--- config.mk ---
export PLATFORM = sky130hd
export DESIGN_NAME = csa_cpa_seq
export DESIGN_NICKNAME = d
export VERILOG_FILES = /design/src/rtl/csa_cpa_seq.sv
export SDC_FILE = /design/constraint.sdc
export NUM_CORES = 1
export LEC_CHECK = 0
export CORE_MARGIN = 5
export CORE_UTILIZATION = 40
export DETAILED_ROUTE_END_ITERATION = 10
export DONT_BUFFER_PORTS = 1
export PLACE_DENSITY = 0.6
export SLEW_MARGIN = 25
export SYNTH_ARGS = -nofsm -noshare
export SYNTH_HDL_FRONTEND = slang
export SYNTH_SLANG_ARGS = --single-unit
--- constraint.sdc ---
create_clock -name clk -period 2.3 [get_ports clk]
set_input_delay 0.46 -clock clk [delete_from_list [all_inputs] [get_ports clk]]
set_output_delay 0.46 -clock clk [all_outputs]
set_load 0.05 [all_outputs]
--- src/rtl/csa_cpa_seq.sv ---
// -----------------------------------------------------------------------------
// csa_cpa_seq
//   Sequential carry-propagate adder that resolves a carry-save pair into a
//   single binary value: out_res = in_sum + (in_carry << 1).
//   The add is done CHUNK bits per cycle so the full-width carry chain never
//   sits on one clock path. NCH = ceil((WID+2)/CHUNK) add cycles per result.
//
// Parameters
//   WID    width of the carry/sum vectors
//   CHUNK  bits resolved per cycle, 1..WID+2
//
// Ports
//   clk       clock, rising edge
//   rst_n     asynchronous active-low reset
//   in_vld    carry/sum pair valid
//   in_rdy    pair can be accepted (IDLE only, low while in reset)
//   in_carry  carry vector, bit i has weight 2^(i+1)
//   in_sum    sum vector, bit i has weight 2^i
//   out_vld   result valid (DONE only)
//   out_rdy   downstream accepts the result
//   out_res   exact WID+2 bit result
//   busy      high while in ADD or DONE
// -----------------------------------------------------------------------------
module csa_cpa_seq #(
  parameter int WID   = 32,
  parameter int CHUNK = 8
) (
  input  logic             clk,
  input  logic             rst_n,
  input  logic             in_vld,
  output logic             in_rdy,
  input  logic [WID-1:0]   in_carry,
  input  logic [WID-1:0]   in_sum,
  output logic             out_vld,
  input  logic             out_rdy,
  output logic [WID+1:0]   out_res,
  output logic             busy
);

  localparam int RW  = WID + 2;
  localparam int NCH = (RW + CHUNK - 1) / CHUNK;
  localparam int CW  = (NCH > 1) ? $clog2(NCH) : 1;

  typedef enum logic [1:0] {
    IDLE = 2'd0,
    ADD  = 2'd1,
    DONE = 2'd2
  } state_t;

  state_t          state_q;
  logic [CW-1:0]   cnt_q;
  logic            cy_q;
  logic [RW-1:0]   a_q;
  logic [RW-1:0]   b_q;
  logic [RW-1:0]   res_q;
  logic [RW-1:0]   res_nxt;
  logic [CHUNK:0]  chunk_sum;

  // One chunk of the ripple: CHUNK-bit add with carry in, carry out on top.
  function automatic logic [CHUNK:0] add_chunk(input logic [CHUNK-1:0] a,
                                               input logic [CHUNK-1:0] b,
                                               input logic             ci);
    add_chunk = {1'b0, a} + {1'b0, b} + {{CHUNK{1'b0}}, ci};
  endfunction

  // Operands are shifted right by CHUNK every ADD cycle, so the current chunk
  // is always at the bottom and zeros shifting in provide the top padding.
  assign chunk_sum = add_chunk(a_q[CHUNK-1:0], b_q[CHUNK-1:0], cy_q);

  // Result bit i belongs to chunk i/CHUNK; only the active chunk is replaced.
  // Bits of a padded top chunk beyond RW are provably zero and are not kept.
  for (genvar i = 0; i < RW; i++) begin : g_res
    assign res_nxt[i] = (cnt_q == CW'(i / CHUNK)) ? chunk_sum[i % CHUNK] : res_q[i];
  end

  always_ff @(posedge clk or negedge rst_n) begin
    if (!rst_n) begin
      state_q <= IDLE;
      cnt_q   <= '0;
      cy_q    <= 1'b0;
      a_q     <= '0;
      b_q     <= '0;
      res_q   <= '0;
    end else begin
      unique case (state_q)
        IDLE: begin
          if (in_vld) begin
            a_q     <= {2'b00, in_sum};
            b_q     <= {1'b0, in_carry, 1'b0};
            cnt_q   <= '0;
            cy_q    <= 1'b0;
            state_q <= ADD;
          end
        end
        ADD: begin
          // ---- chunk add stage: one CHUNK slice resolved per cycle ----
          a_q   <= a_q >> CHUNK;
          b_q   <= b_q >> CHUNK;
          cy_q  <= chunk_sum[CHUNK];
          res_q <= res_nxt;
          if (cnt_q == CW'(NCH - 1)) begin
            // Final carry out is always zero: 3*2^WID-3 fits in WID+2 bits.
            cnt_q   <= '0;
            state_q <= DONE;
          end else begin
            cnt_q <= cnt_q + 1'b1;
          end
        end
        DONE: begin
          if (out_rdy) begin
            state_q <= IDLE;
          end
        end
        default: state_q <= IDLE;
      endcase
    end
  end

  // in_rdy is gated by rst_n so nothing is offered while reset is held.
  assign in_rdy  = (state_q == IDLE) && rst_n;
  assign out_vld = (state_q == DONE);
  assign busy    = (state_q != IDLE);
  assign out_res = res_q;

endmodule

==> out/qor.csv <==
metric,value,unit
vias in the first global route,3563,
Initial DRT Pass Iterations,5,
Die X,122,um
max-slew violation count,0,
Setup CP Type,flip-flop to flip-flop,
CP Launch Type,flip-flop,
PortBufs,0,
Max-slew headroom,49.1,%
"most common cell after layout, fill and taps aside",dfrtp_1,
post-detail-place hpwl,8500,um
global route overflow,0,
Synth Area per Inst,10.3,um2
CTS Buffer Depth,2,
top_reg_cell synth,dfrtp_1,
number of nets in the layout,551,
post-route antenna net violation count,0,
area of placed instances,5140,um2
RSZ-0062 raised after global routing,no,
violated checks,negative hold slack,
die area,14800,um2
most frequent cells in the layout,"dfrtp_1 (104), o21ai_0 (75), a21oi_1 (54), a22oi_1 (46), nor2b_1 (43)",
starting DRC count in detailed routing,290,
CP max stage cell,fa_2,
drt drc,0,
# fillers,1202,
Crit path buffers/inverters,1,
worst slew pin tran,0.763,ns
Hold Path Class,primary input to async pin,
"Design Area, Final",5410,um2
Netlist cell types,35,
I/O pin total,105,
"FFs w/ async S/R, synth",100,%
Worst setup EP type,flip-flop,
first-pass GRT wire length,19700,um
Initial Util,41.2,%
outcome,"finished, violations left",
Pwr Density,1530,nW/um2
Max rail drop VDD,693,uV
CTS Buf Count,9,
Ant. Diodes,0,
max frequency,0.461,GHz
Tot Pwr,0.00826,W
row cnt,40,
initial antenna violation count,2,
largest net degree at the start of global routing,107,
final core occ,44.7,%
cell leakage power,2.33,nW
Global Route Usage Sum,17.0,%
minimum hold slack,-0.193,ns
core region area,12100,um2
crit path max fanout,4,
"slowest stage delay, CP",0.42,ns
post-route clock period utilization,94.4,%
final hold viol count,105,
Syn. warnings,0,
Crit path max-delay family,adder cells,
layout cells sized above 1,8.88,%
Worst-Skew Late Latency,0.34,ns
setup tns final,0,ns
vias,3638,
"Clk pin slew, worst setup/hold paths",0.07,ns
Root Driver,clkbuf_16,
CTS Sinks,105,
Setup Skew,0.00670,ns
mapped cell area,4990,um2
synthesis-to-layout area growth,8.42,%
final setup vio count,0,
CP dominant cell by count,fa_2,
Post-synth EDFFs,0,
Via density,5.68,
number of max-cap violations,0,
Post CTS Setup Buffer Count,0,
GPL Wtd Cong,0.809,
CP Cell Sequence,"fa_2, inv_1, fa_2, nor2b_4, o31a_1, o21ai_4, nor3b_4, o31ai_1",
Final min period,2.17,ns
Die Y,122,um
"Data required, critical path",2.51,ns
Crit path arrival time,2.38,ns
register area share after synthesis,52.6,%
Post-Route WL,12400,um
H-Tree Depth,3,
Synth Instances,486,
#FFs+latches synth,105,
Wirelength per Cell,19.4,um
Synth Net Count,568,
CTS tree,done,
## worst register-to-register path: stages (launching register included)
cell     delay, ns
dfrtp_1       0.40
fa_2          0.42
inv_1         0.08
fa_2          0.24
nor2b_4       0.05
o31a_1        0.28
o21ai_4       0.17
nor3b_4       0.27
o31ai_1       0.12
## metrics by stage
step / setup slack, ns / std cells
after global placement: 0.150 / 626
after CTS: 0.0470 / 641
after global routing: 0.0104 / 641
after detailed placement: 0.0730 / 626
after floorplan: 0.236 / 486
final: 0.130 / 641
## layer usage
| layer | GRT usage [%] | share of wire, % |
|---|---|---|
| met3 | 6.64 | 8.7 |
| met1 | 21.9 | 42 |
| met4 | 4.34 | 1.4 |
| met5 | 0 | 0.30 |
| met2 | 27.0 | 48 |
## registers in the layout, indices dropped and copies added (netlist names)
register,cells
a_q,32
b_q,33
cnt_q,3
cy_q,1
out_res,34
state_q,2
## report_power, final
part           switching (W)  internal (W)  total, W  leakage (nW)
sequential           0.00154       0.00257   0.00411          1.36
combinational        0.00159       0.00114   0.00274         0.848
clock               0.000657      0.000753   0.00141         0.126
total                0.00379       0.00447   0.00826          2.33
## path summary, 6_finish.rpt
kind | from | end | slack, ns | cells after the start
min reg2reg | b_q[28] | b_q[28] | 0.51 | 1
max | cy_q | out_res[30] | 0.13 | 8
min | rst_n | out_res[17] | -0.19 | 0
min in group clk | out_rdy | state_q[1] | 0.21 | 1
max reg2reg | cy_q | out_res[30] | 0.13 | 8
max in group asynchronous | rst_n | b_q[21] | 2.33 | 0
## cells by family (layout without fill, tap and decap cells)
kind of cell / after synthesis / after routing / share of synthesized area (%)
AOI/OAI and AO/OA: 207 / 207 / 25.4
DFF: 105 / 105 / 52.6
xor gates and xnor gates: 4 / 4 / 0.702
adders and majority gates: 14 / 14 / 3.81
muxes: 9 / 9 / 2.03
and+or+nand+nor: 102 / 102 / 11.2
buffers and inverters: 45 / 32 / 4.26
## area by class of cell
class	count	area, um2	area share (%)
clock buffers	10	239	4.41
inverters	9	33.8	0.624
repair buffers	8	85.1	1.57
flip-flops and latches	105	2630	48.6
well taps	168	210	3.88
multi-input cells	336	2180	40.4
clock inverters	5	32.5	0.601
## synthesized netlist by cell type, types with 2 or more instances
cell	count	area [um2]
mux2_2	9	101
a22oi_1	46	345
buf_2	20	100
o31ai_1	4	30.0
fa_1	2	40.0
inv_1	9	33.8
nor2b_1	45	282
nor2_1	6	22.5
nand2_1	37	139
and2_1	2	12.5
o21bai_1	2	15.0
a22o_1	17	149
and2b_1	3	22.5
nand3_1	2	10.0
xor2_1	4	35.0
and3b_1	2	17.5
o21ai_0	75	375
clkbuf_1	13	48.8
ha_1	12	150
dfrtp_1	105	2630
nand2b_1	3	18.8
a21oi_1	54	270
buf_6	2	22.5
## timing repair
item	CTS	global route
resized for setup	0	2
setup endpoints to repair	0	8
endpoints found under the hold margin	105	105
(Power assumes the default switching activity.)
==> edit, RTL diff (config.mk and constraints unchanged) <==
The 3 states of `state_t` get a one-hot encoding in 3 bits.
--- a/src/rtl/csa_cpa_seq.sv
+++ b/src/rtl/csa_cpa_seq.sv
@@ -43,6 +43,6 @@
 
-  typedef enum logic [1:0] {
-    IDLE = 2'd0,
-    ADD  = 2'd1,
-    DONE = 2'd2
+  typedef enum logic [2:0] {
+    IDLE = 3'b001,
+    ADD  = 3'b010,
+    DONE = 3'b100
   } state_t;
Function: same outputs for any inputs over 10 cycles, from zero or initial values and one cycle with rst_n low; not proved beyond that.
==> edit against the unedited design <==
The flow still finishes with violations (hold timing). Sequential cell count increased by 1. Synthesized area decreased by 6.6%. Cell area decreased by 6.3%. Count of clock-buffer cells in the layout decreased by 1. Synthesized cell count decreased by 3.3%. Setup slack improved by 0.024 ns. Clock power increased by 9.9%. Power increased by 7.4%. Routed wire length decreased by 17%. Largest power group unchanged.
==> edit: results (changes against the unedited design) <==
placed insts 592 (-5.4%); violated checks hold timing; Peak VDD IR 0.840 mV (+21%); sequential share of the synthesized area 0.569 (+0.0426); mean post-synth cell area 9.93 µm² (-3.4%); gr usage total 0.152 (-0.0183); #MultiIn Comb 326 (-3.0%); First-pass DRT Iterations 4 (-1); r2r worst-path depth 9 (+1); crit-path max cell delay 0.56 ns (+0.14 ns); crit path DAT 1.69 ns (-0.69 ns); clk tree area frac 0.0594 (+0.00927); post-synth cell types 44 (+26%); clock skew 0.00726 ns (+0.000559 ns); total power 8.87 mW (+7.4%); Post-Synthesis Net Count 552 (-2.8%); synthesized flop and latch total 106 (+0.95%); Logic inverters 10 (+1); Top Family by Delay on Critical Path simple AND/OR/NAND/NOR gates; CP max stage cell dfstp_2; GP Congestion 0.768 (-5.1%); Seq/total area 0.523 (+0.0374); largest cells by area after synthesis dfrtp_1 56%, nor2_1 8.1%, o22ai_1 6.7%, nand2_1 5.1%, ha_1 3.2%; WL final 10400 µm (-17%); Leakage 2.23 nW (-4.3%); Layout Cells excl Fill 608 (-5.1%); largest net degree at the start of global routing 108 (+0.93%); first-pass GRT wire length 17400 µm (-12%); Sw Share 0.453 (-0.00562); fillers 1124 (-6.5%); Sequential Power Share 0.465 (-0.033); status finished with violations; reg-to-reg slack, setup 0.16 ns (+0.03 ns); Multi-input gate area 0.00184 mm² (-16%); fraction of layout cells with a size suffix above 1 0.0968 (+0.00798); Worst Hold Slack -0.185 ns (+0.00806 ns); Clock power frac 0.175 (+0.004); Hold Fails Final Rpt 105 (unchanged); number of non-clock buffers 7 (-1); Layout Nets 542 (-1.6%)
edit: cell count changes in the layout (fill, tap and decap cells not counted), moves of 26 or more:
cell / delta
nor2_1: +94
o21ai_0: -68
a22oi_1: -45
nand2_1: +26
o22ai_1: +50
nor2b_1: -43
a21oi_1: -30
edit: worst max path at each step:
stage / startpoint / to / slack (ns) / depth (start not counted)
after global routing: cy_q$_DFFE_PN0P_ / out_res[30]$_DFFE_PN0P_ / 0.01 / 8
final: state_q[0]$_DFFE_PN1P_ / in_rdy / 0.15 / 2
after detailed placement: cy_q$_DFFE_PN0P_ / out_res[30]$_DFFE_PN0P_ / 0.17 / 8
after floorplan: cy_q$_DFFE_PN0P_ / out_res[22]$_DFFE_PN0P_ / 0.21 / 7
after global placement: cy_q$_DFFE_PN0P_ / out_res[30]$_DFFE_PN0P_ / 0.18 / 8
after CTS: state_q[0]$_DFFE_PN1P_ / in_rdy / 0.13 / 2
edit: what timing repair did:
action                                  in CTS  in global routing
hold endpoints to repair                   106                105
endpoints found under the setup margin       0                  2
resized for setup                            0                  1
edit: logic make-up after synthesis:
family / after synthesis / synth area share
and+or+nand+nor: 181 / 0.161
DFF: 106 / 0.569
buffers and inverters: 38 / 0.0413
xor gates and xnor gates: 3 / 0.00563
muxes: 13 / 0.0362
adders and majority gates: 14 / 0.0408
AOI/OAI and AO/OA: 115 / 0.146
edit: stage by stage:
stage	instance area [µm²]	worst slack, ns	hold WS [ns]
finish	5070	0.153	-0.185
global route	5070	0.0119	-0.208
CTS	5070	0.134	-0.200
detailed placement	4770	0.167	0.169
global placement	4770	0.181	0.170
floorplan	4670	0.213	0.164
edit: per-layer routing:
layer	up-vias	global-route usage	share of wire
li1	1594	-	-
met1	1537	0.193	0.43
met4	0	0.0330	0.0076
met5	-	0	0
met3	8	0.0754	0.096
met2	87	0.235	0.46
